--- config.mk ---
export PLATFORM = sky130hd
export DESIGN_NAME = fifo_write_mux
export DESIGN_NICKNAME = d
export VERILOG_FILES = /design/src/rtl/fifo_write_mux.sv
export SDC_FILE = /design/constraint.sdc
export NUM_CORES = 1
export LEC_CHECK = 0
export ABC_AREA = 1
export ABC_CLOCK_PERIOD_IN_PS = 8800
export CORE_MARGIN = 8
export CORE_UTILIZATION = 55
export DETAILED_ROUTE_END_ITERATION = 16
export GPL_TIMING_DRIVEN = 1
export PLACE_DENSITY = 0.84
export SLEW_MARGIN = 10
export SYNTH_ARGS = -nofsm -noshare
export SYNTH_HDL_FRONTEND = slang
export SYNTH_SLANG_ARGS = --single-unit
--- constraint.sdc ---
create_clock -name write_clk -period 8.8 [get_ports write_clk]
set_input_delay 1.76 -clock write_clk [delete_from_list [all_inputs] [get_ports write_clk]]
set_output_delay 1.76 -clock write_clk [all_outputs]
set_load 0.03 [all_outputs]
--- src/rtl/fifo_write_mux.sv ---
// fifo_write_mux: merges NUM_CH independent push channels into one downstream
// FIFO write port. Each channel has a small circular buffer. A round-robin
// arbiter drains one word per cycle while the downstream FIFO has space.
// Optional macro FIFO_WRITE_MUX_DROP_STATS_EN adds saturating per-channel
// counters of pushes dropped because the channel buffer was full.
module fifo_write_mux #(
  parameter int NUM_CH          = 4,
  parameter int FIFO_DATA_WIDTH = 32,
  parameter int BUF_DEPTH       = 2
) (
  input  logic                               write_clk,
  input  logic                               write_reset_n,
  input  logic [NUM_CH-1:0]                  ch_push,
  input  logic [NUM_CH*FIFO_DATA_WIDTH-1:0]  ch_data,
  output logic [NUM_CH-1:0]                  ch_full,
  output logic                               write_fifo_push,
  output logic [FIFO_DATA_WIDTH-1:0]         write_data,
  input  logic                               write_fifo_full,
  output logic [$clog2(NUM_CH)-1:0]          grant_ch,
  output logic [NUM_CH*16-1:0]               ch_drop_cnt
);

  localparam int W  = FIFO_DATA_WIDTH;
  localparam int GW = $clog2(NUM_CH);
  localparam int AW = $clog2(BUF_DEPTH);
  localparam int CW = AW + 1;

  logic [NUM_CH-1:0] w_nonempty;
  logic [W-1:0]      w_head [NUM_CH];
  logic [GW-1:0]     w_sel;
  logic [GW-1:0]     w_idx;
  logic              w_found;
  logic [GW-1:0]     r_last_grant;

  genvar gi;
  generate
    for (gi = 0; gi < NUM_CH; gi++) begin : g_ch
      logic [W-1:0]  r_mem [BUF_DEPTH];
      logic [AW-1:0] r_wr_ptr;
      logic [AW-1:0] r_rd_ptr;
      logic [CW-1:0] r_count;
      logic          r_full;
      logic [CW-1:0] w_count_next;
      logic          w_push_ok;
      logic          w_pop;

      // A push is admitted only if the registered full flag was low when sampled.
      assign w_push_ok = ch_push[gi] & ~r_full;
      assign w_pop     = write_fifo_push & (w_sel == GW'(gi));

      // Occupancy after this edge; push and pop together leave it unchanged.
      always_comb begin
        w_count_next = r_count + {{AW{1'b0}}, w_push_ok} - {{AW{1'b0}}, w_pop};
      end

      // Pointer, count and full-flag state; pointers wrap naturally (power-of-two depth).
      always_ff @(posedge write_clk) begin
        if (!write_reset_n) begin
          r_wr_ptr <= '0;
          r_rd_ptr <= '0;
          r_count  <= '0;
          r_full   <= 1'b0;
        end else begin
          if (w_push_ok) r_wr_ptr <= r_wr_ptr + 1'b1;
          if (w_pop)     r_rd_ptr <= r_rd_ptr + 1'b1;
          r_count <= w_count_next;
          r_full  <= (w_count_next == CW'(BUF_DEPTH));
        end
      end

      // Buffer storage; no reset needed since the count qualifies every entry.
      always_ff @(posedge write_clk) begin
        if (write_reset_n && w_push_ok) r_mem[r_wr_ptr] <= ch_data[gi*W +: W];
      end

      assign w_nonempty[gi] = (r_count != '0);
      assign w_head[gi]     = r_mem[r_rd_ptr];
      assign ch_full[gi]    = r_full;

`ifdef FIFO_WRITE_MUX_DROP_STATS_EN
      logic [15:0] r_drop_cnt;
      // Count pushes rejected by a full buffer, saturating at all-ones.
      always_ff @(posedge write_clk) begin
        if (!write_reset_n) begin
          r_drop_cnt <= '0;
        end else if (ch_push[gi] && r_full && (r_drop_cnt != 16'hFFFF)) begin
          r_drop_cnt <= r_drop_cnt + 16'd1;
        end
      end
      assign ch_drop_cnt[gi*16 +: 16] = r_drop_cnt;
`else
      assign ch_drop_cnt[gi*16 +: 16] = 16'h0000;
`endif
    end
  endgenerate

  // Round-robin search: first non-empty channel starting after the last grant.
  always_comb begin
    w_sel   = r_last_grant;
    w_found = 1'b0;
    w_idx   = '0;
    for (int i = 1; i <= NUM_CH; i++) begin
      w_idx = GW'((int'(r_last_grant) + i) % NUM_CH);
      if (!w_found && w_nonempty[w_idx]) begin
        w_sel   = w_idx;
        w_found = 1'b1;
      end
    end
  end

  assign write_fifo_push = (|w_nonempty) & ~write_fifo_full;
  assign grant_ch        = write_fifo_push ? w_sel : r_last_grant;
  assign write_data      = write_fifo_push ? w_head[w_sel] : '0;

  // Remember the winner only on edges where a word actually leaves.
  always_ff @(posedge write_clk) begin
    if (!write_reset_n) begin
      r_last_grant <= GW'(NUM_CH - 1);
    end else if (write_fifo_push) begin
      r_last_grant <= w_sel;
    end
  end

endmodule

### Word level (Yosys, flattened, before mapping)

Memory sizes are Yosys's and may differ from the RTL's. A register that Yosys moved wholly into a read port is not among the register bits.
Cells that the tools add are included.

| operators by class | value |
|---|---|
| add/subtract/negate cells | 20 |
| magnitude comparators | 5 |
| equal/unequal tests | 7 |
| muxes and demuxes | 36 |
| bitwise gates (word level) | 15 |
| reductions and logical operators | 16 |

Operator list:

| kind | count |
|---|---|
| 32-bit 2-to-1 mux | 3 |
| 32-bit binary-select mux with 2-bit select | 1 |
| 1-bit 2-to-1 mux | 23 |
| 2-bit equality test, second input constant | 6 |
| 2-bit by 3-bit < comparator with 1-bit output, second input constant | 4 |
| 2-bit 2-to-1 mux | 5 |
| 1-bit AND | 9 |
| 1-bit adder, second input constant | 8 |
| 2-bit by 1-bit adder with 2-bit output | 4 |
| 1-bit binary-select mux with 2-bit select | 4 |
| 2-bit nonzero test | 4 |
| 2-bit by 1-bit subtractor with 2-bit output | 4 |
| 1-bit logical AND | 7 |
| 1-bit inverter | 5 |
| 2-bit by 1-bit adder with 2-bit output, second input constant | 2 |
| 2-bit adder, second input constant | 2 |
| 4-bit OR reduction | 1 |
| 3-bit greater-or-equal comparator, second input constant | 1 |
| 1-bit zero test | 3 |
| 2-bit inverter with 3-bit output | 1 |
| 2-bit by 1-bit equality test with 1-bit output, second input constant | 1 |
| 2-bit zero test | 1 |

| storage, ports and cells | value |
|---|---|
| register bits | 22 |
| bits in writable memories | 256 |
| input bits | 135 |
| output and inout bits | 103 |
| word-level logic and storage cells | 120 |
| memories kept | 4 |

Memories:

| memory | depth | width | read ports | clocked after Yosys merged registers in | wr ports | line | text |
|---|---|---|---|---|---|---|---|
| g_ch[0].r_mem | 2 | 32 | 1 | 1 | 1 | 38 | `logic [W-1:0] r_mem [BUF_DEPTH];` |
| g_ch[1].r_mem | 2 | 32 | 1 | 1 | 1 | 38 |  |
| g_ch[2].r_mem | 2 | 32 | 1 | 1 | 1 | 38 |  |
| g_ch[3].r_mem | 2 | 32 | 1 | 1 | 1 | 38 |  |

### Longest topological paths before layout

| depth | value |
|---|---|
| depth after elaboration | 18 |
| depth in mapped cells | 17 |
| mapped depth without buffers | 17 |

### Least setup slack after synthesis

OpenSTA, ideal clock, no wires.

| timing path | value |
|---|---|
| kind | input to output |
| start point | in write_fifo_full |
| end point | out write_data[18] |
| arrival | 3.126 ns |
| required time | 7.040 ns |
| path slack | 3.914 ns |
| stages | 4 |
| buffers on the path | 1 |
| cells stage by stage | a41oi_2 -> clkbuf_1 -> nand2_1 -> nor2_1 |

| between the ends | value |
|---|---|
| cells in the longest elaborated chain, start to end | 3 |

RTL lines:

| what | line | text |
|---|---|---|
| from (decl) | 18 | `input logic write_fifo_full,` |
| 1-bit inverter | 111 | `assign write_fifo_push = (\|w_nonempty) & ~write_fifo_full;` |
| 1-bit AND | 111 |  |
| via write_fifo_push | 16 | `output logic write_fifo_push,` |
| 32-bit 2-to-1 mux | 113 | `assign write_data = write_fifo_push ? w_head[w_sel] : '0;` |
| to (decl) | 17 | `output logic [FIFO_DATA_WIDTH-1:0] write_data,` |

The timed path passes the listed nets, and every way through them passes these cells.

### Worst setup path after layout

| timing path | value |
|---|---|
| start point | in write_fifo_full |
| end point | out write_data[15] |

| between the ends | value |
|---|---|
| cells in the longest elaborated chain, start to end | 3 |

RTL lines:

| what | line |
|---|---|
| 1-bit inverter | 111 |
| 1-bit AND | 111 |
| 32-bit 2-to-1 mux | 113 |

Every way passes these cells.

==> results.sh <==
export IMPL_dp_hpwl_um=18800
export IMPL_cp_start_kind="primary input"
export IMPL_crit_chain="clkdlybuf4s50_1, a41oi_2, buf_4, inv_1, nor2_2, nand2_1, nand2_1, clkdlybuf4s50_1"
export IMPL_fmax_mhz=168
export IMPL_met1_usage=0.250
export IMPL_path_max_fanout=26
export IMPL_r2r_setup_slack_ns=5.44
export IMPL_cts_hold_buf=0
export IMPL_min_from="g_ch[2].r_wr_ptr$_SDFFE_PN0P_"
export IMPL_holdCritPathClass="reg -> reg"
export IMPL_synthCells=965
export IMPL_drv_cap=0
export IMPL_cp_slowest_cell="clkdlybuf4s50_1"
export IMPL_dr_pass1_iters=5
export IMPL_holdPathStages=2
export IMPL_h_tree_depth=1
export IMPL_synth_edf_count=256
export IMPL_placed_area_mm2=0.0139
export IMPL_synth_common_cells="edfxtp_1, nand2_1, mux2i_1, buf_4, nor2_1"
export IMPL_synthAdderAreaFrac=0.00819
export IMPL_cts_root_buffer="clkbuf_16"
export IMPL_synth_top_family_by_area="simple AND/OR/NAND/NOR gates"
export IMPL_synth_xor_area_share=0.00574
export IMPL_skew_ns=0.0102
export IMPL_ys_warn_count=0
export IMPL_ys_seq_elements=282
export IMPL_p_per_area_mw_per_mm2=336
export IMPL_tritoncts="built"
export IMPL_tightest_slew_ns=1.21
export IMPL_r2r_end="g_ch[0].r_full$_SDFF_PN0_"
export IMPL_cts_made_buffers=28
export IMPL_reg2reg_from="r_last_grant[0]$_SDFF_PN1_"
export IMPL_finalHoldViolCount=0
export IMPL_core_area_mm2=0.0218
export IMPL_fin_setup_tns_ns=0
export IMPL_avgRoutedWirePerCell_um=19.7
export IMPL_crit_type="in -> out"
export IMPL_antenna_left=0
export IMPL_grtUsageTotal=0.203
export IMPL_instances_no_fill=1429
export IMPL_grt_pass1_wl_um=42200
export IMPL_port_buffers=173
export IMPL_yosysTopAreaCell="edfxtp_1"
export IMPL_cpPeakStageDelay_ns=0.68
export IMPL_grt_pass1_vias=7749
export IMPL_yosysTopAreaCellShare=0.629
export IMPL_grt_max_degree=89
export IMPL_synthToLayoutAreaGrowth_pct=20.9
export IMPL_cts_buffer_depth=3
export IMPL_fillCellCount=1516
export IMPL_min_period_ns=5.95
export IMPL_die_area_mm2=0.0272
export IMPL_post_route_period_util=0.676
export IMPL_gp_congestion=0.851
export IMPL_route_detailed_drc=0
export IMPL_cts_repair_resized=0
export IMPL_ioPinCount=238
export IMPL_fp_dieH_um=165
export IMPL_grt_ovfl_total=0
export IMPL_dpl_cell_count=1377
export IMPL_busiest_layer="met2"
export IMPL_avgViaCountPerCell=5.28
export IMPL_use_met2=0.351
export IMPL_status="finished, final reports clean"
export IMPL_dieWidth_um=165
export IMPL_netlist_area_mm2=0.0122
export IMPL_grt_antenna_before_repair=1
export IMPL_vias=7541
export IMPL_yosys_area_share_simple=0.117
export IMPL_p_leak_nw=5.39
export IMPL_cts_setup_buffers=0
export IMPL_synth_area_per_cell_um2=12.7
export IMPL_clock_sinks=282
export IMPL_synth_seq_area_share=0.672
export IMPL_utilization=0.677
export IMPL_synth_most_common_cell="edfxtp_1"
export IMPL_critPathRequiredTime_ns=7.04
export IMPL_num_rows=54
export IMPL_ir_worst_vdd_mv=0.256
export IMPL_drt_initial_drc_count=589
export IMPL_drv_slew=0
export IMPL_reg2reg_depth=16
export IMPL_rsz0062_at_grt="false"
export IMPL_synthMuxAreaShare=0.107
export IMPL_yosysUniqueCellTypes=29
export IMPL_holdPathEnd="g_ch[2].r_wr_ptr$_SDFFE_PN0P_"
export IMPL_crit_start="write_fifo_full"
export IMPL_nets=1270
export IMPL_endpoint_kind="output port"
export IMPL_arrival_ns=4.19
export IMPL_synthFlopType="edfxtp_1"
export IMPL_slew_limit_headroom=0.197
export IMPL_start_util=0.560
export IMPL_netlist_top_cells_area="edfxtp_1, mux2i_1, nand2_1"
export IMPL_setup_violations=0
export IMPL_clk_latency_ns=0.53
export IMPL_async_flop_share=0
export IMPL_synth_compound_area_frac=0.0219
export IMPL_final_area_mm2=0.0148
export IMPL_drive_gt1_frac=0.0854
export IMPL_global_route_usage_met3=0.0491
export IMPL_clk_pin_slew_ns=0.06
export IMPL_wl_um=28200
-- flip-flops by register name (all words and copies together) (netlist names), named ones only --
name,flops
g_ch.r_mem,256
g_ch.r_count,8
g_ch.r_rd_ptr,4
g_ch.r_full,4
r_last_grant,2
g_ch.r_wr_ptr,4
-- cell type report --
cell class / count / area [µm²] / share of cell area
antenna: 1 / 2.50 / 0.000169
timing repair buffer: 178 / 1770 / 0.120
clock buffer: 40 / 777 / 0.0526
multi-input combinational: 605 / 3460 / 0.234
inverter: 32 / 120 / 0.00813
tap: 280 / 350 / 0.0237
sequential: 282 / 8210 / 0.556
clock inverter: 11 / 77.6 / 0.00525
-- per-layer routing --
metal | part of all wire | routed length (µm)
met5 | 0 | 0
met4 | 0.017 | 477
met3 | 0.099 | 2800
met1 | 0.39 | 11100
met2 | 0.49 | 13800
-- per-stage QoR --
step | setup WS, ns | hold slack, ns | power [W]
after floorplan | 3.91 | 0.439 | 0.00314
after global placement | 2.94 | 0.446 | 0.00383
after detailed placement | 2.87 | 0.452 | 0.00386
after CTS | 2.87 | 0.461 | 0.00497
after global routing | 2.66 | 0.493 | 0.00522
final | 2.85 | 0.459 | 0.00496
-- layout by cell type (no fill, tap or decap), drive strengths merged --
cell type      instances
nand2                259
edfxtp               256
clkdlybuf4s50        173
mux2i                106
conb                  64
nor2                  59
clkbuf                40
inv                   32
dfxtp                 26
a21oi                 25
o21ai                 24
mux2                  22
nand3                 18
clkinv                 9
xnor2                  8
ha                     8
nor3                   8
buf                    5
nand4                  2
diode                  1
a41oi                  1
a31oi                  1
clkinvlp               1
bufinv                 1
-- worst max-delay path by stage --
stage                                end  slack [ns]  depth (start not counted)
after floorplan           write_data[18]        3.91                          4
after global placement    write_data[13]        2.94                          8
after detailed placement  write_data[13]        2.87                          8
after CTS                 write_data[13]        2.87                          8
after global routing      write_data[30]        2.66                         11
final                     write_data[15]        2.85                          8
-- kinds of logic after synthesis --
family	count (synthesis)
buffers and inverters	141
xor gates and xnor gates	8
other	1
adders and majority gates	8
DFF	282
AOI/OAI and AO/OA	51
muxes	128
and+or+nand+nor	346
-- critical path, delay by kind of cell --
| family | cells | cell delay (ns) |
|---|---|---|
| buffers and inverters | 4 | 1.65 |
| AO/OA/AOI/OAI | 1 | 0.15 |
| AND/OR/NAND/NOR | 3 | 0.62 |
-- power breakdown --
group / switching [W] / leakage [nW] / total, W / internal [W]
Clock: 0.000472 / 0.416 / 0.00111 / 0.000640
Combinational: 0.00147 / 2.41 / 0.00217 / 0.000707
Sequential: 0.0000895 / 2.56 / 0.00167 / 0.00158
Power figures use the tool's default switching activity.
